`config.mk`:
```
export PLATFORM = sky130hd
export DESIGN_NAME = pipeline_flow_ctrl
export DESIGN_NICKNAME = d
export VERILOG_FILES = /design/src/rtl/pipeline_flow_ctrl.sv
export SDC_FILE = /design/constraint.sdc
export NUM_CORES = 1
export LEC_CHECK = 0
export ABC_CLOCK_PERIOD_IN_PS = 2500
export BUFFER_PORTS_ARGS = -buffer_cell sky130_fd_sc_hd__clkbuf_2
export CORE_UTILIZATION = 44
export CTS_CLUSTER_DIAMETER = 100
export DETAILED_ROUTE_END_ITERATION = 10
export GPL_ROUTABILITY_DRIVEN = 0
export PLACE_DENSITY = 0.77
export SYNTH_ARGS = -nofsm -noshare
export SYNTH_HDL_FRONTEND = slang
export SYNTH_SLANG_ARGS = --single-unit
```
`constraint.sdc`:
```
create_clock -name CLK -period 2.5 [get_ports CLK]
set_clock_uncertainty 0.1 [all_clocks]
set_input_delay 0.125 -clock CLK [delete_from_list [all_inputs] [get_ports CLK]]
set_output_delay 0.125 -clock CLK [all_outputs]
set_load 0.01 [all_outputs]
```
`src/rtl/pipeline_flow_ctrl.sv`:
```
// ---------------------------------------------------------------------------
// pipeline_flow_ctrl
//
// Purpose:
//   Flow controller for a classic five-stage in-order pipeline. It arbitrates
//   between three stall/flush sources, in this order of priority:
//     1. memory freeze   (mem_req & ~mem_ready): freeze every stage
//     2. hazard stall    (hz_stall): hold PC and IF/ID, bubble ID/EX
//     3. taken branch    (pc_src): flush IF/ID and redirect the PC
//   All control outputs are combinational from the current state, the inputs
//   and RSTn. The state register only records the condition that applied in
//   the previous cycle. That record lets FLUSH ignore pc_src for one cycle,
//   and it shows where a memory wait is in progress.
//
//   The block also runs a bounded memory-wait watchdog. err_timeout is a
//   sticky flag. The block also keeps a saturating count of stalled cycles,
//   meaning cycles in which the PC is not written.
//
// Parameters:
//   WAIT_W   - width of the internal memory-wait cycle counter
//   MAX_WAIT - consecutive MEM_WAIT cycles (with freeze) before timeout
//   CNT_W    - width of the stall-cycle performance counter
//
// Ports:
//   CLK          in   rising-edge clock
//   RSTn         in   asynchronous active-low reset
//   hz_stall     in   load-use / branch-operand hazard request
//   pc_src       in   branch or jump taken (resolved in ID)
//   mem_req      in   data-memory access present in MEM
//   mem_ready    in   data memory completed the current access
//   pc_we        out  PC load enable
//   ifid_we      out  IF/ID load enable
//   ifid_flush   out  load NOP into IF/ID
//   idex_bubble  out  load NOP into ID/EX
//   pipe_hold    out  hold ID/EX, EX/MEM, MEM/WB and suppress WB write
//   state        out  RUN=00, LU_STALL=01, FLUSH=10, MEM_WAIT=11
//   stall_cnt    out  saturating count of cycles with pc_we=0
//   err_timeout  out  sticky memory-wait timeout flag
// ---------------------------------------------------------------------------
module pipeline_flow_ctrl #(
    parameter int WAIT_W   = 4,
    parameter int MAX_WAIT = 12,
    parameter int CNT_W    = 16
) (
    input  logic             CLK,
    input  logic             RSTn,
    input  logic             hz_stall,
    input  logic             pc_src,
    input  logic             mem_req,
    input  logic             mem_ready,
    output logic             pc_we,
    output logic             ifid_we,
    output logic             ifid_flush,
    output logic             idex_bubble,
    output logic             pipe_hold,
    output logic [1:0]       state,
    output logic [CNT_W-1:0] stall_cnt,
    output logic             err_timeout
);

    typedef enum logic [1:0] {
        ST_RUN      = 2'b00,
        ST_LU_STALL = 2'b01,
        ST_FLUSH    = 2'b10,
        ST_MEM_WAIT = 2'b11
    } state_t;

    localparam logic [WAIT_W-1:0] MAX_WAIT_C = WAIT_W'(MAX_WAIT);
    localparam logic [WAIT_W-1:0] WAIT_ONE_C = WAIT_W'(1);
    localparam logic [WAIT_W-1:0] WAIT_ZERO_C = WAIT_W'(0);
    localparam logic [CNT_W-1:0]  CNT_MAX_C  = {CNT_W{1'b1}};
    localparam logic [CNT_W-1:0]  CNT_ONE_C  = CNT_W'(1);

    state_t            state_r;
    state_t            state_nxt_s;
    logic [WAIT_W-1:0] wait_cnt_r;
    logic [WAIT_W-1:0] wait_cnt_nxt_s;
    logic              err_r;
    logic              err_nxt_s;
    logic [CNT_W-1:0]  stall_cnt_r;
    logic [CNT_W-1:0]  stall_cnt_nxt_s;
    logic              freeze_s;
    logic              in_wait_s;

    logic              pc_we_s;
    logic              ifid_we_s;
    logic              ifid_flush_s;
    logic              idex_bubble_s;
    logic              pipe_hold_s;

    // Freeze is evaluated in every state. A ready without a request is meaningless.
    assign freeze_s  = mem_req & ~mem_ready;
    assign in_wait_s = (state_r == ST_MEM_WAIT);

    // Priority arbitration: next state and combinational pipeline controls.
    always_comb begin
        state_nxt_s   = ST_RUN;
        pc_we_s       = 1'b1;
        ifid_we_s     = 1'b1;
        ifid_flush_s  = 1'b0;
        idex_bubble_s = 1'b0;
        pipe_hold_s   = 1'b0;
        if (!RSTn) begin
            // While in reset, keep the PC still and push NOPs into both front stages.
            state_nxt_s   = ST_RUN;
            pc_we_s       = 1'b0;
            ifid_we_s     = 1'b0;
            ifid_flush_s  = 1'b1;
            idex_bubble_s = 1'b1;
            pipe_hold_s   = 1'b0;
        end else if (freeze_s) begin
            state_nxt_s   = ST_MEM_WAIT;
            pc_we_s       = 1'b0;
            ifid_we_s     = 1'b0;
            ifid_flush_s  = 1'b0;
            idex_bubble_s = 1'b0;
            pipe_hold_s   = 1'b1;
        end else if (hz_stall) begin
            state_nxt_s   = ST_LU_STALL;
            pc_we_s       = 1'b0;
            ifid_we_s     = 1'b0;
            ifid_flush_s  = 1'b0;
            idex_bubble_s = 1'b1;
            pipe_hold_s   = 1'b0;
        end else if (pc_src && (state_r != ST_FLUSH)) begin
            // The cycle after a flush still sees the same resolved branch in ID.
            // For that reason pc_src is ignored for one cycle while in FLUSH.
            state_nxt_s   = ST_FLUSH;
            pc_we_s       = 1'b1;
            ifid_we_s     = 1'b1;
            ifid_flush_s  = 1'b1;
            idex_bubble_s = 1'b0;
            pipe_hold_s   = 1'b0;
        end else begin
            state_nxt_s   = ST_RUN;
            pc_we_s       = 1'b1;
            ifid_we_s     = 1'b1;
            ifid_flush_s  = 1'b0;
            idex_bubble_s = 1'b0;
            pipe_hold_s   = 1'b0;
        end
    end

    // Memory-wait watchdog: count frozen cycles spent in MEM_WAIT, clamp at the limit.
    always_comb begin
        wait_cnt_nxt_s = wait_cnt_r;
        err_nxt_s      = err_r;
        if (!freeze_s) begin
            wait_cnt_nxt_s = WAIT_ZERO_C;
        end else if (in_wait_s) begin
            if (err_r || (wait_cnt_r >= MAX_WAIT_C)) begin
                wait_cnt_nxt_s = MAX_WAIT_C;
            end else begin
                wait_cnt_nxt_s = wait_cnt_r + WAIT_ONE_C;
            end
        end else begin
            // The first frozen cycle is still in its old state, so it is not a wait cycle.
            wait_cnt_nxt_s = wait_cnt_r;
        end
        // Once the limit is reached, the flag stays set until reset.
        if (freeze_s && in_wait_s && (wait_cnt_nxt_s == MAX_WAIT_C)) begin
            err_nxt_s = 1'b1;
        end else begin
            err_nxt_s = err_r;
        end
    end

    // Stall performance counter: count cycles with pc_we low, saturating at all-ones.
    always_comb begin
        stall_cnt_nxt_s = stall_cnt_r;
        if (!pc_we_s && (stall_cnt_r != CNT_MAX_C)) begin
            stall_cnt_nxt_s = stall_cnt_r + CNT_ONE_C;
        end else begin
            stall_cnt_nxt_s = stall_cnt_r;
        end
    end

    // State, watchdog and counter registers with asynchronous reset.
    always_ff @(posedge CLK or negedge RSTn) begin
        if (!RSTn) begin
            state_r     <= ST_RUN;
            wait_cnt_r  <= WAIT_ZERO_C;
            err_r       <= 1'b0;
            stall_cnt_r <= {CNT_W{1'b0}};
        end else begin
            state_r     <= state_nxt_s;
            wait_cnt_r  <= wait_cnt_nxt_s;
            err_r       <= err_nxt_s;
            stall_cnt_r <= stall_cnt_nxt_s;
        end
    end

    assign pc_we       = pc_we_s;
    assign ifid_we     = ifid_we_s;
    assign ifid_flush  = ifid_flush_s;
    assign idex_bubble = idex_bubble_s;
    assign pipe_hold   = pipe_hold_s;
    assign state       = state_r;
    assign stall_cnt   = stall_cnt_r;
    assign err_timeout = err_r;

endmodule

```
# After elaboration in Yosys (flattened, before gate mapping)
# Index checks and enable logic that the tools add are counted.
# Widths: inputs -> output; s select.
word_totals:
  wordCells: 38
  reg_bits: 23
  out_inout_bits: 24
classes:
  n_lt_le_gt_ge: 1
  n_mux: 19
  reduce_logical: 6
  n_eq_ne: 4
  bitwise: 2
  n_addsub: 2
op_table:
  columns: ["operator", "n"]
  rows:
  - ["$add 16x1->16 const B", 1]
  - ["$ne 16x16->1 const B", 1]
  - ["$mux 1", 12]
  - ["$mux 4", 3]
  - ["$mux 2", 4]
  - ["$add 4x1->4 const B", 1]
  - ["$eq 4x4->1 const B", 1]
  - ["$ge 4x4->1 const B", 1]
  - ["$logic_and 1x1->1", 4]
  - ["$eq 2x2->1 const B", 1]
  - ["$ne 2x2->1 const B", 1]
  - ["$and 1x1->1", 1]
  - ["$logic_not 1->1", 1]
  - ["$logic_or 1x1->1", 1]
  - ["$not 1->1", 1]

# Longest topological paths before layout
# Gate-level depths: netlist of run 1.
logic_depth:
  word_depth: 7
  depth_mapped: 6
  depth_no_buf: 5

# Worst setup path before layout of run 1
# OpenSTA, ideal clock, no wires.
synth_timing:
  path_type: "register -> register"
  start: "register stall_cnt_r[0], in the netlist stall_cnt[0]"
  end: "register stall_cnt_r[1], in the netlist stall_cnt[1]"
  required_time_ns: 2.275
  setup_time_ns: 0.125
  period_less_slack_ns: 1.745
  path_slack_ns: 0.755
  path_buffers: 0
  arrival_time_ns: 1.520
  path_stages_with_launch: 6
  path_cell_list: "dfrtp_1 -> ha_1 -> and3_1 -> nand4_4 -> o21ai_1 -> mux2_2"
synth_between:
  elab_chain_len: 2
  word_cells_on_any_way: 3
  classes_between: "1 x add/sub; 1 x eq/ne; 1 x reduce/logical"
synth_lines:
  columns: ["element", "line", "source"]
  rows:
  - ["from (decl)", "80", "logic [CNT_W-1:0] stall_cnt_r;"]
  - ["from (signal assigned)", "184", "stall_cnt_r <= {CNT_W{1'b0}};"]
  - ["from (signal assigned)", "189", "stall_cnt_r <= stall_cnt_nxt_s;"]
  - ["branches (longest 2 deep; another with $add 16x1->16)", null, null]
# Parallel ways; which one is timed is not known.
# A chain may end at the register's enable or synchronous reset.

# Worst setup path after layout of run 1
# Same ends and word-level chain as after synthesis.

==> results.py, run 1 <==
metrics = {
    "synthesis": {
        "synth_top_cell_area_share_pct": 46.9,
        "synth_area_per_cell_sq_um": 10.6,
        "ys_types": 34,
        "synth_fp_nets": 124,
        "netlist_instances": 116,
        "yosys_warnings": 0,
        "ys_top_cells_by_area": "dfrtp_1 (47%), xnor2_1 (10%), o211ai_1 (3.7%)",
        "ys_seq_area_share_pct": 46.9,
        "synth-seq-cells": 23,
        "synth_area_sq_mm": 0.00123,
        "synth_top_area_cell": "dfrtp_1",
    },
    "worst_setup_path": {
        "worstSetupPathType": "reg2reg",
        "crit_slowest_cell": "dfrtp_1",
        "worst-path-stages": 5,
        "crit_path_max_incr_delay_ps": 440,
        "required_ps": 2610,
        "cp-start-kind": "flop",
        "reg2reg_depth": 5,
        "worst_setup_path_end_kind": "flop",
        "cp_max_fo": 13,
        "crit_buf_inv": 0,
        "critPathTopFamily": "simple AND/OR/NAND/NOR gates",
        "cp_cell_sequence": "ha_1 -> and3_1 -> nand4_4 -> o21ai_1 -> mux2_2",
        "arrival_ps": 2050,
    },
    "sta": {
        "fmax_ghz": 0.516,
        "hold_viol": 0,
        "worst_slew_pin_slew_ps": 435,
        "fin_crit_ps": 1940,
        "period_share_pct": 77.5,
        "finalSetupViolations": 0,
        "max_slew_margin_pct": 71.0,
        "drv_slew": 0,
        "setup_tns_ps": 0,
        "layout_setup_ws_ps": 563,
        "rsz0062_at_grt": "no",
    },
    "finish": {
        "layout_commonest_cell": "clkbuf_2",
        "drive_above_1_share_pct": 27.5,
        "nets": 158,
        "final_cell_mix": "clkbuf_2 (29), dfrtp_1 (23), xnor2_1 (14)",
        "fin_cells": 179,
        "final_area_sq_mm": 0.00144,
        "area_growth_pct": 17.6,
        "diodes": 0,
    },
    "worst_hold_path": {
        "hold_path_depth": 3,
        "hold_class": "in2reg",
    },
    "pwr": {
        "power_density_mw_per_mm2": 657,
        "p_leak_uw": 0.000688,
        "max-vdd-ir-drop_mv": 0.625,
        "total_power_uw": 949,
    },
    "cts": {
        "cts_sinks": 23,
        "numCtsBuffers": 3,
        "cts_resized": 0,
        "clock_latency_ps": 310,
        "htreeDepth": 1,
        "clk_path_buf_depth": 2,
        "clk_pin_slew_ps": 120,
        "root_buffer": "clkbuf_4",
        "cts_tree": "yes",
    },
    "drt": {
        "vias": 995,
        "first_pass_iters": 4,
        "drt_first_iter_violations": 25,
        "antenna_left": 0,
        "viasPerCell": 5.56,
        "wl_per_cell_microns": 13.9,
        "drc": 0,
        "routed_wl_mm": 2.49,
    },
    "floorplanning": {
        "initial_core_util_pct": 48.2,
        "coreArea_sq_mm": 0.00254,
        "die_h_microns": 54.8,
        "io_pins": 30,
        "rows": 18,
        "die_w_microns": 54.8,
        "die_area_sq_mm": 0.00300,
    },
    "placement": {
        "dp_cells": 173,
        "dp_slack_ps": 594,
        "placed_cell_area_sq_mm": 0.00140,
        "dp_hpwl_mm": 1.85,
        "numPortBuffers": 29,
    },
    "grt": {
        "antenna_found_initial": 0,
        "first_global_vias": 948,
        "grt_first_pass_wirelength_mm": 4.10,
        "gr-total-overflow": 0,
        "grtUsageTotal_pct": 19.3,
        "grt_max_degree": 28,
    },
    "flow_run": {
        "drv_cap": 0,
    },
    "run_status": {
        "outcome": "completed",
    },
}
[cell families (layout without fill, tap and decap cells)]
family | count (synthesis) | in the layout | share of synthesized area [%]
buf+inv | 6 | 39 | 2.85
fa+ha+maj | 2 | 2 | 2.04
simple gates | 39 | 39 | 18.6
mux | 4 | 4 | 3.57
compound gates | 25 | 25 | 14.0
xor+xnor | 17 | 17 | 12.1
flops | 23 | 23 | 46.9
[worst register-to-register path: cells and delay by family, from the launching register on]
| kind | cells | cell delay, ps |
|---|---|---|
| AOI/OAI and AO/OA | 1 | 280 |
| muxes | 1 | 360 |
| and+or+nand+nor | 2 | 450 |
| adders and majority gates | 1 | 210 |
| DFF | 1 | 440 |
[through the flow]
step | util [%] | hold WS, ps
after floorplan | - | -271
after global placement | 54.9 | 50.1
after detailed placement | 54.9 | 53.5
after CTS | 56.7 | 10.3
after global routing | 56.7 | 42.4
final | 56.7 | 10.4
[final timing paths]
check | start | end | slack, ps
max | stall_cnt[0] | stall_cnt[1] | 560
min | pc_src | state[1] | 10
max reg2reg | stall_cnt[0] | stall_cnt[1] | 560
min reg2reg | stall_cnt[15] | stall_cnt[15] | 430
max in group asynchronous | RSTn | stall_cnt[5] | 1810
min in group asynchronous | RSTn | stall_cnt[1] | 250
[cells in the mapped netlist]
master,count
nand2_4,1
clkbuf_1,1
or2_2,1
ha_1,2
nand2_1,8
nor3_1,3
xor2_1,3
nor2_1,5
dfrtp_1,23
nor2b_1,1
and2b_1,1
o31ai_1,2
nand3_1,5
a21oi_1,6
o2111ai_1,5
nand4_1,2
and2_1,2
inv_1,2
o21ai_1,1
mux2_2,3
mux2i_1,1
a21o_1,1
nand4_4,1
o21a_1,1
buf_2,1
buf_4,1
buf_6,1
and3_1,6
xnor2_1,14
a211oi_1,1
o21ai_0,2
o211ai_1,6
and4_4,1
nand2b_1,2
[power by group]
group          internal (uW)  switching [uW]  total, uW
Combinational            132             130        262
Sequential               434            86.6        520
Clock                   62.3             105        167
[layout make-up]
| type | count | area [sq um] |
|---|---|---|
| fill | 219 | 1100 |
| multi-input combinational | 87 | 617 |
| sequential | 23 | 576 |
| timing repair buffer | 33 | 180 |
| tap | 30 | 37.5 |
| clock buffer | 4 | 26.3 |
| inverter | 2 | 7.51 |
[registers in the layout, summed over array words and instances, names as in the netlist]
register     cells
stall_cnt       16
wait_cnt_r       4
state            2
err_timeout      1
[per-layer routing]
metal	wire length, microns	part of all wire [%]	GRT usage [%]
met1	1110	44	22.4
met2	1280	51	34.7
met4	34	1.4	8.55
met5	0	0	0
met3	72	2.9	2.78
[repair_timing]
item	in CTS	in global routing
hold buffers	2	0
setup buffers	0	0
endpoints found under the hold margin	24	0
Power figures use the tool's default switching activity.
==> run 2: changes to the inputs <==
ABC_CLOCK_PERIOD_IN_PS = 1600   (was 2500)
PLACE_DENSITY = 0.79   (was 0.77)
clock period = 1.6 ns   (was 2.5 ns; I/O delays follow)
==> results.py, run 2 (synthesis gave the netlist of run 1 again) <==
metrics = {
    "finish": {
        "final_cell_mix": "clkbuf_2 (29), dfrtp_1 (22), buf_4 (19)",
        "drive_above_1_share_pct": 40.6,
        "area_growth_pct": 34.9,
        "final_util_pct": 65.0,
        "final_area_sq_mm": 0.00166,
        "largest_reg_flops": 16,
        "nets": 179,
        "diodes": 0,
        "layout_commonest_cell": "clkbuf_2",
    },
    "grt": {
        "grt_use_met2_pct": 38.8,
        "grt_first_pass_wirelength_mm": 4.87,
        "antenna_found_initial": 0,
        "grt_max_degree": 28,
        "use_met1_pct": 29.4,
        "gr-total-overflow": 0,
        "first_global_vias": 1076,
        "grtUsageTotal_pct": 23.0,
        "gr-max-usage-layer": "met2",
        "use_met3_pct": 2.50,
    },
    "cts": {
        "root_buffer": "clkbuf_4",
        "clk_path_buf_depth": 2,
        "htreeDepth": 1,
        "clock_latency_ps": 320,
        "clk_pin_slew_ps": 130,
        "cts_tree": "yes",
        "numCtsBuffers": 3,
        "cts_sinks": 23,
    },
    "sta": {
        "fin_crit_ps": 1700,
        "fmax_ghz": 0.588,
        "rsz0062_at_grt": "yes",
        "setup_tns_ps": -460,
        "period_share_pct": 106,
        "max_slew_margin_pct": 78.3,
        "worst_slew_pin_slew_ps": 322,
        "hold_viol": 0,
        "layout_setup_ws_ps": -101,
        "drv_slew": 0,
        "finalSetupViolations": 9,
    },
    "floorplanning": {
        "die_w_microns": 54.8,
        "rows": 18,
        "io_pins": 30,
        "coreArea_sq_mm": 0.00254,
        "die_area_sq_mm": 0.00300,
        "die_h_microns": 54.8,
        "initial_core_util_pct": 48.2,
    },
    "drt": {
        "first_pass_iters": 4,
        "antenna_left": 0,
        "vias": 1090,
        "viasPerCell": 5.45,
        "wl_per_cell_microns": 14.8,
        "drc": 0,
        "drt_first_iter_violations": 20,
        "routed_wl_mm": 2.96,
    },
    "pwr": {
        "max-vdd-ir-drop_mv": 1.18,
        "p_leak_uw": 0.000801,
        "total_power_uw": 1740,
        "power_density_mw_per_mm2": 1050,
    },
    "worst_setup_path": {
        "cp-start-kind": "flop",
        "required_ps": 1750,
        "crit_end": "stall_cnt[9]",
        "reg2reg_depth": 6,
        "cp_max_fo": 8,
        "ff2ff_setup_slack_ps": -100,
        "worstSetupPathType": "reg2reg",
        "arrival_ps": 1850,
        "worst_setup_path_end_kind": "flop",
        "r2r_end": "stall_cnt[9]",
        "r2r-start": "stall_cnt[1]",
        "cp-startpoint": "stall_cnt[1]",
    },
    "placement": {
        "dp_hpwl_mm": 2.20,
        "placed_cell_area_sq_mm": 0.00153,
        "numPortBuffers": 29,
    },
    "flow_run": {
        "drv_cap": 0,
    },
    "worst_hold_path": {
        "hold_class": "in2reg",
    },
    "run_status": {
        "outcome": "complete, but fails checks",
        "violations": "setup timing",
    },
}
[run 2: report_power, final]
part / switching, uW / internal (uW) / leakage (uW)
Combinational: 343 / 379 / 0.000478
Sequential: 58.5 / 680 / 0.000305
Clock: 186 / 93.9 / 0.0000177
[run 2: layout make-up]
class / instances / area [sq um]
Clock buffer: 3 / 22.5
Clock inverter: 1 / 5.00
Fill cell: 214 / 890
Inverter: 2 / 7.51
Multi-Input combinational cell: 87 / 656
Sequential cell: 23 / 577
Tap cell: 30 / 37.5
Timing Repair Buffer: 54 / 350
[run 2: how the worst min path moves through the flow]
stage / start / end / slack, ps / depth (start not counted)
after CTS: mem_req / state[0] / 70 / 3
after global placement: RSTn / stall_cnt[2] / 30 / 2
after detailed placement: RSTn / stall_cnt[4] / 30 / 2
after global routing: mem_req / wait_cnt_r[3] / 80 / 4
after floorplan: RSTn / err_timeout / -320 / 0
final: mem_req / wait_cnt_r[3] / 80 / 4
[run 2: metal layers]
layer	share of wire, %	wire, microns	vias up
li1	-	-	529
met1	44	1300	521
met2	50	1490	34
met3	4.3	128	6
met4	1.5	43	0
met5	0	0	-
[run 2: timing repair]
action	4_1_cts	5_1_grt
pin swaps	3	0
hold buffers	4	0
setup buffers	2	1
resized for setup	3	5
endpoints found under the hold margin	25	0
endpoints found under the setup margin	10	18
[run 2: stage by stage]
step | std cells | setup slack, ps | hold slack [ps]
finish | 200 | -101 | 83.7
global route | 200 | -180 | 82.1
CTS | 199 | -97.6 | 74.2
detailed placement | 189 | -80.3 | 26.0
global placement | 189 | -8.81 | 26.2
floorplan | 116 | -65.3 | -316
[run 2: worst max-delay path, stage by stage, from the launching register on]
cell and delay (ps):
dfrtp_1 390, ha_2 180, and3_4 200, nand4_4 160
buf_6 170, o211ai_1 260, xnor2_1 170
==> run 3: changes to the inputs <==
SKIP_LAST_GASP = 1   (was unset)
==> results.py, run 3 (synthesis gave the netlist of run 1 again) <==
metrics = {
    "run_status": {
        "outcome": "complete, but fails checks",
        "violations": "setup timing",
    },
    "worst_setup_path": {
        "worstSetupPathType": "reg2reg",
        "r2r-start": "stall_cnt[1]",
        "required_ps": 1750,
        "r2r_end": "stall_cnt[9]",
        "worst_setup_path_end_kind": "flop",
        "cp-start-kind": "flop",
        "arrival_ps": 1910,
        "reg2reg_depth": 6,
        "cp_max_fo": 8,
        "ff2ff_setup_slack_ps": -160,
    },
    "sta": {
        "layout_setup_ws_ps": -159,
        "hold_viol": 0,
        "worst_slew_pin_slew_ps": 319,
        "setup_tns_ps": -962,
        "max_slew_margin_pct": 78.5,
        "fmax_ghz": 0.568,
        "rsz0062_at_grt": "yes",
        "period_share_pct": 110,
        "fin_crit_ps": 1760,
        "drv_slew": 0,
        "finalSetupViolations": 12,
    },
    "grt": {
        "grt_use_met2_pct": 38.4,
        "use_met1_pct": 30.1,
        "grtUsageTotal_pct": 23.1,
        "use_met3_pct": 2.50,
        "gr-total-overflow": 0,
        "antenna_found_initial": 0,
        "grt_first_pass_wirelength_mm": 4.92,
        "first_global_vias": 1085,
        "gr-max-usage-layer": "met2",
        "grt_max_degree": 28,
    },
    "floorplanning": {
        "initial_core_util_pct": 48.2,
        "rows": 18,
        "die_w_microns": 54.8,
        "coreArea_sq_mm": 0.00254,
        "die_h_microns": 54.8,
        "die_area_sq_mm": 0.00300,
        "io_pins": 30,
    },
    "pwr": {
        "combinationalPowerShare_pct": 41.9,
        "power.share.clock_pct": 16.2,
        "pwr-share-seq_pct": 41.9,
        "switching_share_pct": 34.0,
        "total_power_uw": 1770,
        "power_density_mw_per_mm2": 1030,
        "p_int_uw": 1170,
        "max-vdd-ir-drop_mv": 1.19,
        "p_leak_uw": 0.000817,
        "p_sw_uw": 601,
    },
    "drt": {
        "drc": 0,
        "drt_first_iter_violations": 18,
        "routed_wl_mm": 3.13,
        "antenna_left": 0,
        "wl_per_cell_microns": 15.4,
        "viasPerCell": 5.51,
        "first_pass_iters": 4,
        "vias": 1119,
    },
    "worst_hold_path": {
        "hold_path_depth": 4,
        "hold_end": "wait_cnt_r[3]",
        "hold_class": "in2reg",
        "hold_start": "mem_req",
    },
    "finish": {
        "drive_above_1_share_pct": 45.1,
        "final_cell_mix": "clkbuf_2 (29), buf_4 (20), dfrtp_1 (19)",
        "nets": 182,
        "layout_commonest_cell": "clkbuf_2",
        "largest_reg_flops": 16,
        "diodes": 0,
        "area_growth_pct": 39.1,
    },
    "cts": {
        "clk_pin_slew_ps": 130,
        "clock_latency_ps": 330,
        "numCtsBuffers": 3,
        "cts_sinks": 23,
        "cts_tree": "yes",
        "clk_path_buf_depth": 2,
        "htreeDepth": 1,
        "root_buffer": "clkbuf_4",
    },
    "flow_run": {
        "drv_cap": 0,
    },
    "placement": {
        "dp_hpwl_mm": 2.20,
        "numPortBuffers": 29,
    },
}
==> run 3: changes by cell type in the layout (fill, tap and decap cells not counted), sizes merged <==
| cell | previous run | this run |
|---|---|---|
| buf | 21 | 24 |
==> run 3: cell type report <==
cell class	instances	area [sq um]
Clock buffer	3	22.5
Clock inverter	1	5.00
Fill cell	201	837
Inverter	2	7.51
Multi-Input combinational cell	87	674
Sequential cell	23	581
Tap cell	30	37.5
Timing Repair Buffer	57	380
==> run 3: timing repair <==
item	CTS	global route
hold buffers	4	0
gates resized for setup	2	14
pin swaps	3	10
setup buffers	2	4
endpoints found under the hold margin	25	0
setup endpoints to repair	10	18
==> run 3: how the worst max path moves through the flow <==
stage,startpoint,end,slack (ps),cells past startpoint
finish,stall_cnt[1],stall_cnt[9],-160,6
CTS,stall_cnt[1],stall_cnt[9],-100,6
global placement,stall_cnt[1],stall_cnt[14],-9,5
detailed placement,stall_cnt[1],stall_cnt[9],-80,6
floorplan,stall_cnt[1],stall_cnt[1],-70,5
global route,stall_cnt[1],stall_cnt[9],-240,6
==> run 3: power by group through the flow <==
| stage | logic (uW) | registers (uW) | clock network, uW |
|---|---|---|---|
| 3_3_place_gp | 658 | 740 | 0 |
| 6_report | 740 | 740 | 286 |
| 2_1_floorplan | 240 | 849 | 0 |
| 3_5_place_dp | 683 | 750 | 0 |
| 4_1_cts | 714 | 738 | 282 |
| 5_1_grt | 821 | 751 | 314 |
==> run 3: through the flow <==
stage          util (%)  hold WS [ps]  cells  setup WS (ps)  cell area (sq um)
2_1_floorplan         -          -316    116          -65.3               1240
3_3_place_gp       60.3          26.2    189          -8.81               1530
3_5_place_dp       60.3          26.0    189          -80.3               1530
4_1_cts            63.7          74.2    199          -97.6               1620
5_1_grt            67.1          79.6    203           -235               1710
6_report           67.1          78.3    203           -159               1710
==> run 3: layer usage <==
layer / share of wire, % / vias up
met5: 0 / -
met4: 2.8 / 0
met3: 3.6 / 10
met2: 49 / 35
met1: 44 / 540
li1: - / 534
==> run 3: worst max-delay path, cell delays in order, from the launching register on <==
cell and delay (ps):
dfrtp_1 390, ha_2 180, and3_4 200, nand4_4 180
buf_6 190, o211ai_1 260, xnor2_1 180
